## config.mk

```make
export PLATFORM = sky130hd
export DESIGN_NAME = mc_controller
export DESIGN_NICKNAME = d
export VERILOG_FILES = /design/src/rtl/mc_pkg.sv /design/src/rtl/mc_perf_counters.sv /design/src/rtl/mc_controller.sv
export SDC_FILE = /design/constraint.sdc
export NUM_CORES = 1
export LEC_CHECK = 0
export CAP_MARGIN = 20
export CELL_PAD_IN_SITES_DETAIL_PLACEMENT = 1
export CELL_PAD_IN_SITES_GLOBAL_PLACEMENT = 2
export CORE_UTILIZATION = 32
export DETAILED_ROUTE_END_ITERATION = 10
export DONT_BUFFER_PORTS = 1
export MAX_ROUTING_LAYER = met4
export PLACE_DENSITY_LB_ADDON = 0.1
export SLEW_MARGIN = 20
export SYNTH_ARGS = -nofsm -noshare
export SYNTH_HDL_FRONTEND = slang
export SYNTH_SLANG_ARGS = --single-unit
export TNS_END_PERCENT = 5
```

## constraint.sdc

```tcl
create_clock -name clk -period 3.05 [get_ports clk]
set_clock_uncertainty 0.15 [all_clocks]
set_input_delay 0.61 -clock clk [delete_from_list [all_inputs] [get_ports clk]]
set_output_delay 0.61 -clock clk [all_outputs]
set_load 0.1 [all_outputs]
```

## src/rtl/mc_pkg.sv

```systemverilog
// ============================================================================
// Module : mc_pkg
// Brief  : Shared state, opcode and ALU-op encodings for the multicycle control FSM.
// Rev    : 1.0
// ============================================================================
`timescale 1ns/1ps
`default_nettype none

package mc_pkg;

    typedef enum logic [3:0] {
        S_FETCH    = 4'd0,
        S_DECODE   = 4'd1,
        S_MEMADR   = 4'd2,
        S_MEMREAD  = 4'd3,
        S_MEMWB    = 4'd4,
        S_MEMWRITE = 4'd5,
        S_EXECR    = 4'd6,
        S_ALUWB    = 4'd7,
        S_EXECI    = 4'd8,
        S_JAL      = 4'd9,
        S_BEQ      = 4'd10
    } state_t;

    localparam logic [6:0] C_OP_LOAD   = 7'b0000011;
    localparam logic [6:0] C_OP_STORE  = 7'b0100011;
    localparam logic [6:0] C_OP_RTYPE  = 7'b0110011;
    localparam logic [6:0] C_OP_ITYPE  = 7'b0010011;
    localparam logic [6:0] C_OP_JAL    = 7'b1101111;
    localparam logic [6:0] C_OP_BRANCH = 7'b1100011;

    localparam logic [1:0] C_ALUOP_ADD   = 2'b00;
    localparam logic [1:0] C_ALUOP_SUB   = 2'b01;
    localparam logic [1:0] C_ALUOP_FUNCT = 2'b10;

    localparam logic [1:0] C_SEL_00 = 2'b00;
    localparam logic [1:0] C_SEL_01 = 2'b01;
    localparam logic [1:0] C_SEL_10 = 2'b10;
    localparam logic [1:0] C_SEL_11 = 2'b11;

    // Immediate format follows the instruction class, independent of FSM state.
    function automatic logic [1:0] imm_sel(input logic [6:0] op);
        logic [1:0] sel;
        sel = C_SEL_00;
        case (op)
            C_OP_STORE:  sel = C_SEL_01;
            C_OP_BRANCH: sel = C_SEL_10;
            C_OP_JAL:    sel = C_SEL_11;
            default:     sel = C_SEL_00;
        endcase
        return sel;
    endfunction

endpackage

`default_nettype wire

```

## src/rtl/mc_perf_counters.sv

```systemverilog
// ============================================================================
// Module : mc_perf_counters
// Brief  : Free-running cycle and retired-instruction counters, instantiated by
//          mc_controller only when MC_CTRL_PERF_EN is defined.
// Rev    : 1.0
// ============================================================================
`timescale 1ns/1ps
`default_nettype none

module mc_perf_counters (
    input  logic        clk,
    input  logic        rst_n,
    input  logic        cycle_en_i,
    input  logic        retire_i,
    output logic [31:0] cycle_cnt_o,
    output logic [31:0] instret_cnt_o
);

    logic [31:0] cycle_q;
    logic [31:0] cycle_d;
    logic [31:0] instret_q;
    logic [31:0] instret_d;

    // Both counters wrap naturally at 32 bits.
    always_comb begin
        cycle_d   = cycle_q;
        instret_d = instret_q;
        if (cycle_en_i) begin
            cycle_d = cycle_q + 32'd1;
        end
        if (retire_i) begin
            instret_d = instret_q + 32'd1;
        end
    end

    always_ff @(posedge clk or negedge rst_n) begin
        if (!rst_n) begin
            cycle_q   <= 32'd0;
            instret_q <= 32'd0;
        end else begin
            cycle_q   <= cycle_d;
            instret_q <= instret_d;
        end
    end

    assign cycle_cnt_o   = cycle_q;
    assign instret_cnt_o = instret_q;

endmodule

`default_nettype wire

```

## src/rtl/mc_controller.sv

```systemverilog
// ============================================================================
// Module : mc_controller
// Brief  : Moore control FSM for a multicycle RV32 datapath. Define
//          MC_CTRL_PERF_EN to add the cycle_cnt / instret_cnt outputs.
// Rev    : 1.0
// ============================================================================
`timescale 1ns/1ps
`default_nettype none

module mc_controller
    import mc_pkg::*;
(
    input  logic        clk,
    input  logic        rst_n,
    input  logic [6:0]  op,
    input  logic        zero,
    input  logic        mem_ready,
    output logic        mem_req,
    output logic        mem_write,
    output logic        adr_src,
    output logic        ir_write,
    output logic        pc_write,
    output logic        reg_write,
    output logic [1:0]  alu_src_a,
    output logic [1:0]  alu_src_b,
    output logic [1:0]  result_src,
    output logic [1:0]  alu_op,
    output logic [1:0]  imm_src,
    output logic        illegal_instr,
    output logic [3:0]  state_o
`ifdef MC_CTRL_PERF_EN
    ,
    output logic [31:0] cycle_cnt,
    output logic [31:0] instret_cnt
`endif
);

    state_t state_q;
    state_t state_d;
    logic   run_q;

    // run_q holds every output quiet until the first edge after reset release.
    always_ff @(posedge clk or negedge rst_n) begin
        if (!rst_n) begin
            state_q <= S_FETCH;
            run_q   <= 1'b0;
        end else begin
            state_q <= state_d;
            run_q   <= 1'b1;
        end
    end

    always_comb begin
        state_d       = state_q;
        mem_req       = 1'b0;
        mem_write     = 1'b0;
        adr_src       = 1'b0;
        ir_write      = 1'b0;
        pc_write      = 1'b0;
        reg_write     = 1'b0;
        alu_src_a     = C_SEL_00;
        alu_src_b     = C_SEL_00;
        result_src    = C_SEL_00;
        alu_op        = C_ALUOP_ADD;
        illegal_instr = 1'b0;
        imm_src       = run_q ? imm_sel(op) : C_SEL_00;

        if (run_q) begin
            case (state_q)
                S_FETCH: begin
                    mem_req = 1'b1;
                    if (mem_ready) begin
                        ir_write   = 1'b1;
                        pc_write   = 1'b1;
                        alu_src_b  = C_SEL_10;
                        result_src = C_SEL_10;
                        state_d    = S_DECODE;
                    end
                end
                S_DECODE: begin
                    alu_src_a = C_SEL_01;
                    alu_src_b = C_SEL_01;
                    case (op)
                        C_OP_LOAD, C_OP_STORE: state_d = S_MEMADR;
                        C_OP_RTYPE:            state_d = S_EXECR;
                        C_OP_ITYPE:            state_d = S_EXECI;
                        C_OP_JAL:              state_d = S_JAL;
                        C_OP_BRANCH:           state_d = S_BEQ;
                        default: begin
                            illegal_instr = 1'b1;
                            state_d       = S_FETCH;
                        end
                    endcase
                end
                S_MEMADR: begin
                    alu_src_a = C_SEL_10;
                    alu_src_b = C_SEL_01;
                    state_d   = (op == C_OP_LOAD) ? S_MEMREAD : S_MEMWRITE;
                end
                S_MEMREAD: begin
                    mem_req = 1'b1;
                    adr_src = 1'b1;
                    if (mem_ready) begin
                        state_d = S_MEMWB;
                    end
                end
                S_MEMWB: begin
                    result_src = C_SEL_01;
                    reg_write  = 1'b1;
                    state_d    = S_FETCH;
                end
                S_MEMWRITE: begin
                    mem_req   = 1'b1;
                    mem_write = 1'b1;
                    adr_src   = 1'b1;
                    if (mem_ready) begin
                        state_d = S_FETCH;
                    end
                end
                S_EXECR: begin
                    alu_src_a = C_SEL_10;
                    alu_op    = C_ALUOP_FUNCT;
                    state_d   = S_ALUWB;
                end
                S_EXECI: begin
                    alu_src_a = C_SEL_10;
                    alu_src_b = C_SEL_01;
                    alu_op    = C_ALUOP_FUNCT;
                    state_d   = S_ALUWB;
                end
                S_ALUWB: begin
                    reg_write = 1'b1;
                    state_d   = S_FETCH;
                end
                S_JAL: begin
                    alu_src_a = C_SEL_01;
                    alu_src_b = C_SEL_10;
                    pc_write  = 1'b1;
                    state_d   = S_ALUWB;
                end
                S_BEQ: begin
                    alu_src_a = C_SEL_10;
                    alu_op    = C_ALUOP_SUB;
                    pc_write  = zero;
                    state_d   = S_FETCH;
                end
                default: state_d = S_FETCH;
            endcase
        end
    end

    assign state_o = state_q;

`ifdef MC_CTRL_PERF_EN
    logic retire_w;

    // An illegal DECODE returns to FETCH without retiring anything.
    assign retire_w = run_q && (state_q != S_FETCH) && (state_d == S_FETCH) && !illegal_instr;

    mc_perf_counters u_perf (
        .clk           (clk),
        .rst_n         (rst_n),
        .cycle_en_i    (run_q),
        .retire_i      (retire_w),
        .cycle_cnt_o   (cycle_cnt),
        .instret_cnt_o (instret_cnt)
    );
`endif

endmodule

`default_nettype wire

```

==> results of run 1 <==
cells in the mapped netlist, drive strengths merged (2+ instances only):
cell	number
clkbuf	3
nor3b	2
nor2b	5
buf	5
nand2b	2
nor3	8
nor4	3
inv	4
and3	3
o22ai	2
nand3	3
nor2	8
o21ai	10
a21oi	9
dfrtp	5
nand2	15
per-layer routing:
layer  share of wire  vias to the layer above
li1                -                      416
met1            0.47                      397
met2            0.51                       19
met3           0.023                        2
met4          0.0052                        0
met5               0                        -
flip-flops by register name, summed over array words and instances, names as in the netlist:
| name | flops |
|---|---|
| run_q | 1 |
| state_o | 4 |
path summary, 6_finish.rpt:
check                                 from  slack [ns]         end  depth (start not counted)
worst max-delay path            state_o[1]        0.37     mem_req                          5
worst min-delay path                 op[4]        0.42  state_o[3]                          2
worst max register to register  state_o[1]        0.91  state_o[0]                          6
worst min register to register       run_q        0.51  state_o[3]                          1
max in group asynchronous            rst_n        2.00  state_o[2]                          1
min in group asynchronous            rst_n        0.52       run_q                          1
power by group:
group	internal, mW	switching, mW
Sequential	0.0762	0.0343
Clock	0.0474	0.0269
Combinational	0.154	0.411
cells by family after synthesis:
family,count (synthesis),share of synthesized area
buf+inv,12,0.0722
compound gates,31,0.283
xor+xnor,1,0.0130
flops,5,0.185
simple gates,54,0.426
fa+ha+maj,1,0.0148
other cells,1,0.00555
layout by cell type (no fill, tap or decap), types with 2 or more instances in the layout:
master | synthesis | layout
nand2_1 | 15 | 15
buf_4 | 0 | 13
a21oi_1 | 9 | 8
buf_12 | 0 | 8
o21ai_0 | 7 | 7
nor3_1 | 8 | 6
nor2b_1 | 5 | 5
inv_1 | 4 | 4
nor2_1 | 7 | 4
nand3_1 | 3 | 3
nor2_2 | 1 | 3
o21ai_1 | 3 | 3
clkbuf_4 | 0 | 3
dfrtp_2 | 0 | 3
nor3_4 | 0 | 2
nor3b_4 | 0 | 2
and3_1 | 3 | 2
nand2b_1 | 2 | 2
nor4_4 | 0 | 2
o22ai_1 | 2 | 2
dfrtp_1 | 5 | 2
final cells by class:
type / count / area [um2]
fillers: 243 / 895
multi-input cells: 88 / 614
repair buffers: 22 / 268
flip-flops and latches: 5 / 129
well taps: 27 / 33.8
clock buffers: 3 / 22.5
inverters: 4 / 15.0
clock inverters: 1 / 5.00
worst reg2reg max path, cell delays in order, from the launching register on:
cell and delay (ns):
dfrtp_2 0.54, buf_4 0.38, xor2_1 0.15, a21oi_1 0.26
o31ai_1 0.12, or3_1 0.37, o21ai_1 0.09
what timing repair did:
item,4_1_cts,5_1_grt
hold endpoints to repair,5,0
gates resized for setup,0,0
hold buffers,1,0
==> key figures, run 1 <==
Clocking
  • Max Root-Sink Buffers: 2
  • Clock Latency Late Sink: 0.24 ns
  • # clock sinks: 5
  • CTS tree: built
  • Post-CTS Setup Bufs: 0
  • H-tree levels: 1
  • CTS clk-pin slew, worst paths: 0.05 ns
  • TritonCTS buffer count: 3
  • Root Buffer: clkbuf_4

Die
  • Ports: 32
  • Core Rows: 16
  • Area of the core: 1980 um2
  • Overall die width: 48.0 um
  • Die ar.: 2300 um2
  • Initial core utilization: 0.341
  • Die H: 48.0 um

Setup path
  • Top delay family on crit path: buffers and inverters
  • Worst path required time: 2.29 ns
  • Slowest-stage cell, CP: dfrtp_2
  • Worst-path cell chain: buf_4 > xor2_1 > a21oi_1 > nor2_2 > buf_4
  • Setup CP Type: flip-flop to output port
  • Crit-path most repeated cell: buf_4
  • CP arrival: 1.92 ns
  • Crit-path max cell delay: 0.54 ns
  • Startpoint Class: flip-flop
  • Largest fanout on the critical path: 17
  • Worst setup EP type: output port
  • Worst Path Buf+Inv: 2

GRT
  • Number of global-route vias before repair: around 800
  • Grt met3 use: 0.0340
  • Largest net degree at the start of global routing: 20
  • Initial antenna violation count: 0
  • First-pass GRT wire length: 3770 um
  • Met1 Use GR: 0.323
  • Most used routing layer: met2
  • GRT Util Overall: 0.245
  • GRT overflow: 0
  • Met2 Use GR: 0.384

Power and ir drop
  • Lkg Pwr: 0.423 nW
  • Power Total: between 0.7 and 0.8 mW
  • Max VDD drop: 0.000491 V
  • Pwr dens: 689 nW/um2

Final layout
  • Layout cells sized above 1: 0.358
  • Finished layout cell area: 1090 um2
  • Final nets: 135
  • Final Non-Filler Cells: 150
  • Final Core Density: 0.549
  • Area Overhead vs Synth: 60.9%
  • Ant. Diodes: 0

Yosys
  • Number of synthesized flops with an enable pin: 0
  • Top_reg_cell synth: dfrtp_1
  • Synth Warn #: 0
  • Syn_area_per_cell: 6.43 um2
  • Yosys top cell area share: 0.185
  • Syn Inst Count: ~110
  • Distinct cells, synth: 38
  • Syn nets: 116
  • Mapped cell area: roughly 680 um2
  • Fraction of registers with async set/reset: 1.00
  • Seq/Total Area, Yosys: 0.185
  • Dominant cell type by area after synthesis: dfrtp_1
  • Synth top area cells: dfrtp_1 (19%), nand2_1 (8.3%), a21oi_1 (6.7%), nor3_1 (5.9%), o21ai_0 (5.2%)
  • Yosys reg bits: 5

Routing
  • Initial DRC Count: 13
  • Via density: 5.56
  • Routed WL per cell: 15.4 um
  • DRT Wirelength: 2310 um
  • Via Count: 834
  • Post-DRT Antenna Nets: 0
  • DRC violations left: 0
  • TritonRoute pass-1 iters: 4

Timing
  • Final setup fails: 0
  • RSZ-0062 raised after global routing: false
  • Final setup TNS: 0 ns
  • Minimum clock period: 2.68 ns
  • Max Fclk: around 370 MHz
  • Max-slew violation count: 0
  • Fin Hold WS: 0.422 ns
  • Tcrit/Tclk final: 0.877
  • PnR worst setup slack: about 0.37 ns
  • Final hold vios: 0

Place
  • Routability cong.: 0.835
  • DPL Wire Length: 1790 um
  • Port Buffers: 0
  • Dpl cells: 145
  • Area after DPL: 1050 um2
  • DP Worst Slack: 0.604 ns

Run status
  • Outcome: finished clean

Min path
  • Worst min path class: input port to flip-flop

Flow run
  • Max capacitance violation total: 0
No activity file was read; power rests on OpenSTA's default activity.
==> inputs of run 2 (changes only) <==
--- a/config.mk
+++ b/config.mk
@@ -8,7 +8,7 @@
 export CAP_MARGIN = 20
 export CELL_PAD_IN_SITES_DETAIL_PLACEMENT = 1
 export CELL_PAD_IN_SITES_GLOBAL_PLACEMENT = 2
-export CORE_UTILIZATION = 32
+export CORE_UTILIZATION = 30
 export DETAILED_ROUTE_END_ITERATION = 10
 export DONT_BUFFER_PORTS = 1
 export MAX_ROUTING_LAYER = met4
==> run 2 against run 1 <==
Core utilization is 1.7 points lower. Routed wire length up 1.9%. Critical path type unchanged. Largest cell class unchanged. Global-route usage fell by 2.6 points. Largest power group unchanged.
==> key figures, run 2 (synthesis gave the netlist of run 1 again) <==
Final layout
  • Layout cells sized above 1: 0.350
  • Final Non-Filler Cells: 150
  • Area Overhead vs Synth: 60.7%
  • Fillcell total: 253
  • Ant. Diodes: 0
  • Final nets: between 100 and 150
  • Most frequent cells in the layout: nand2_1 (15), buf_4 (13), a21oi_1 (8), buf_12 (8), o21ai_0 (7)
  • Commonest non-fill, non-tap cell in the layout: nand2_1
  • Finished layout cell area: between 1000 and 1500 um2
  • Largest register FFs: 4

Power and ir drop
  • Comb pwr share: 0.769
  • Cell internal pwr: roughly 0.29 mW
  • Clk pwr share: 0.102
  • Max VDD drop: 0.000525 V
  • Switching Share: 0.623
  • Lkg Pwr: 0.420 nW
  • Pwr dens: ~700 nW/um2
  • Sequential share of power: 0.130
  • NetSw: 0.475 mW

Setup path
  • Worst path required time: between 2 and 2.5 ns
  • Setup CP Type: flip-flop to output port
  • CP arrival: 1.89 ns
  • Reg2Reg Depth: 5
  • Startpoint Class: flip-flop
  • Worst Path Buf+Inv: 3
  • Critical path depth: 5
  • Crit-path max cell delay: 0.39 ns
  • Top delay family on crit path: buffers and inverters
  • Worst setup EP type: output port
  • Slowest-stage cell, CP: dfrtp_1
  • Largest fanout on the critical path: 13
  • Worst-path cell chain: buf_4 > inv_1 > nand2_1 > nor4_4 > buf_12

Clocking
  • CTS clk-pin slew, worst paths: 0.05 ns
  • Clock Latency Late Sink: 0.24 ns
  • Root Buffer: clkbuf_4
  • TritonCTS buffer count: 3
  • CTS resizes: 0
  • Max Root-Sink Buffers: 2
  • CTS tree: built
  • H-tree levels: 1
  • # clock sinks: 5

Timing
  • Tcrit/Tclk final: 0.870
  • Final setup TNS: 0 ns
  • RSZ-0062 raised after global routing: false
  • Final hold vios: 0
  • Max-slew violation count: 0
  • Minimum clock period: 2.65 ns
  • Max Fclk: ~380 MHz
  • PnR worst setup slack: 0.396 ns
  • Final setup fails: 0

Die
  • Die ar.: roughly 2400 um2
  • Core Rows: 16
  • Initial core utilization: 0.331
  • Ports: 32
  • Area of the core: 2040 um2
  • Die H: approximately 49 um
  • Overall die width: just under 50 um

Routing
  • DRT Wirelength: ~2400 um
  • DRC violations left: 0
  • Via Count: 862
  • Initial DRC Count: 8
  • Via density: 5.75
  • Post-DRT Antenna Nets: 0
  • TritonRoute pass-1 iters: 4
  • Routed WL per cell: 15.7 um

Run status
  • Outcome: finished clean

GRT
  • GRT overflow: 0
  • Number of global-route vias before repair: between 800 and 900
  • GRT Util Overall: 0.218
  • Largest net degree at the start of global routing: 21
  • First-pass GRT wire length: roughly 4000 um
  • Initial antenna violation count: 0

Place
  • DP Worst Slack: 0.620 ns
  • Area after DPL: 1050 um2
  • Dpl cells: 145
  • DPL Wire Length: 1810 um
  • Routability cong.: 0.786
  • Port Buffers: 0

Min path
  • Worst min path class: input port to flip-flop
  • Hold-critical path depth: 2

Flow run
  • Max capacitance violation total: 0
==> run 2: cell types whose count changed in the layout (fill, tap and decap cells not counted), sizes merged <==
cell,before,now
clkinv,1,0
clkbuf,3,4
==> run 2: timing repair <==
action                                 CTS  global route
endpoints found under the hold margin    5             0
setup buffers                            0             0
hold buffers                             1             0
==> run 2: final timing paths <==
kind	to	startpoint	slack, ns
min in group asynchronous	state_o[0]	rst_n	0.51
worst max register to register	state_o[1]	state_o[2]	1.12
worst min register to register	state_o[1]	state_o[1]	0.62
max in group asynchronous	state_o[3]	rst_n	2.03
worst min-delay path	state_o[3]	op[4]	0.44
worst max-delay path	ir_write	state_o[0]	0.40
==> run 2: per-stage QoR <==
step | hold slack [ns] | util | total power [mW]
2_1_floorplan | 0.164 | - | 0.541
3_3_place_gp | 0.164 | 0.514 | 0.679
3_5_place_dp | 0.165 | 0.514 | 0.687
4_1_cts | 0.444 | 0.532 | 0.769
5_1_grt | 0.472 | 0.532 | 0.797
6_report | 0.441 | 0.532 | 0.763
==> run 2: cell type report <==
cell class,count,area (um2),area share
inverters,4,15.0,0.0138
repair buffers,22,268,0.247
clock buffers,4,26.3,0.0242
well taps,27,33.8,0.0311
multi-input cells,88,614,0.566
flip-flops and latches,5,129,0.119
==> run 2: power by group through the flow <==
stage                     Clock, mW  Sequential [mW]  Combinational [mW]
final                        0.0776           0.0988               0.587
after global routing         0.0834            0.101               0.613
after CTS                    0.0795           0.0985               0.591
after detailed placement          0           0.0995               0.587
after global placement            0           0.0990               0.580
after floorplan                   0            0.153               0.387
==> run 2: layer usage <==
layer  part of all wire  GRT usage
met3              0.038     0.0340
met2               0.52      0.381
met5                  0          -
met4                  0     0.0714
met1               0.44      0.255
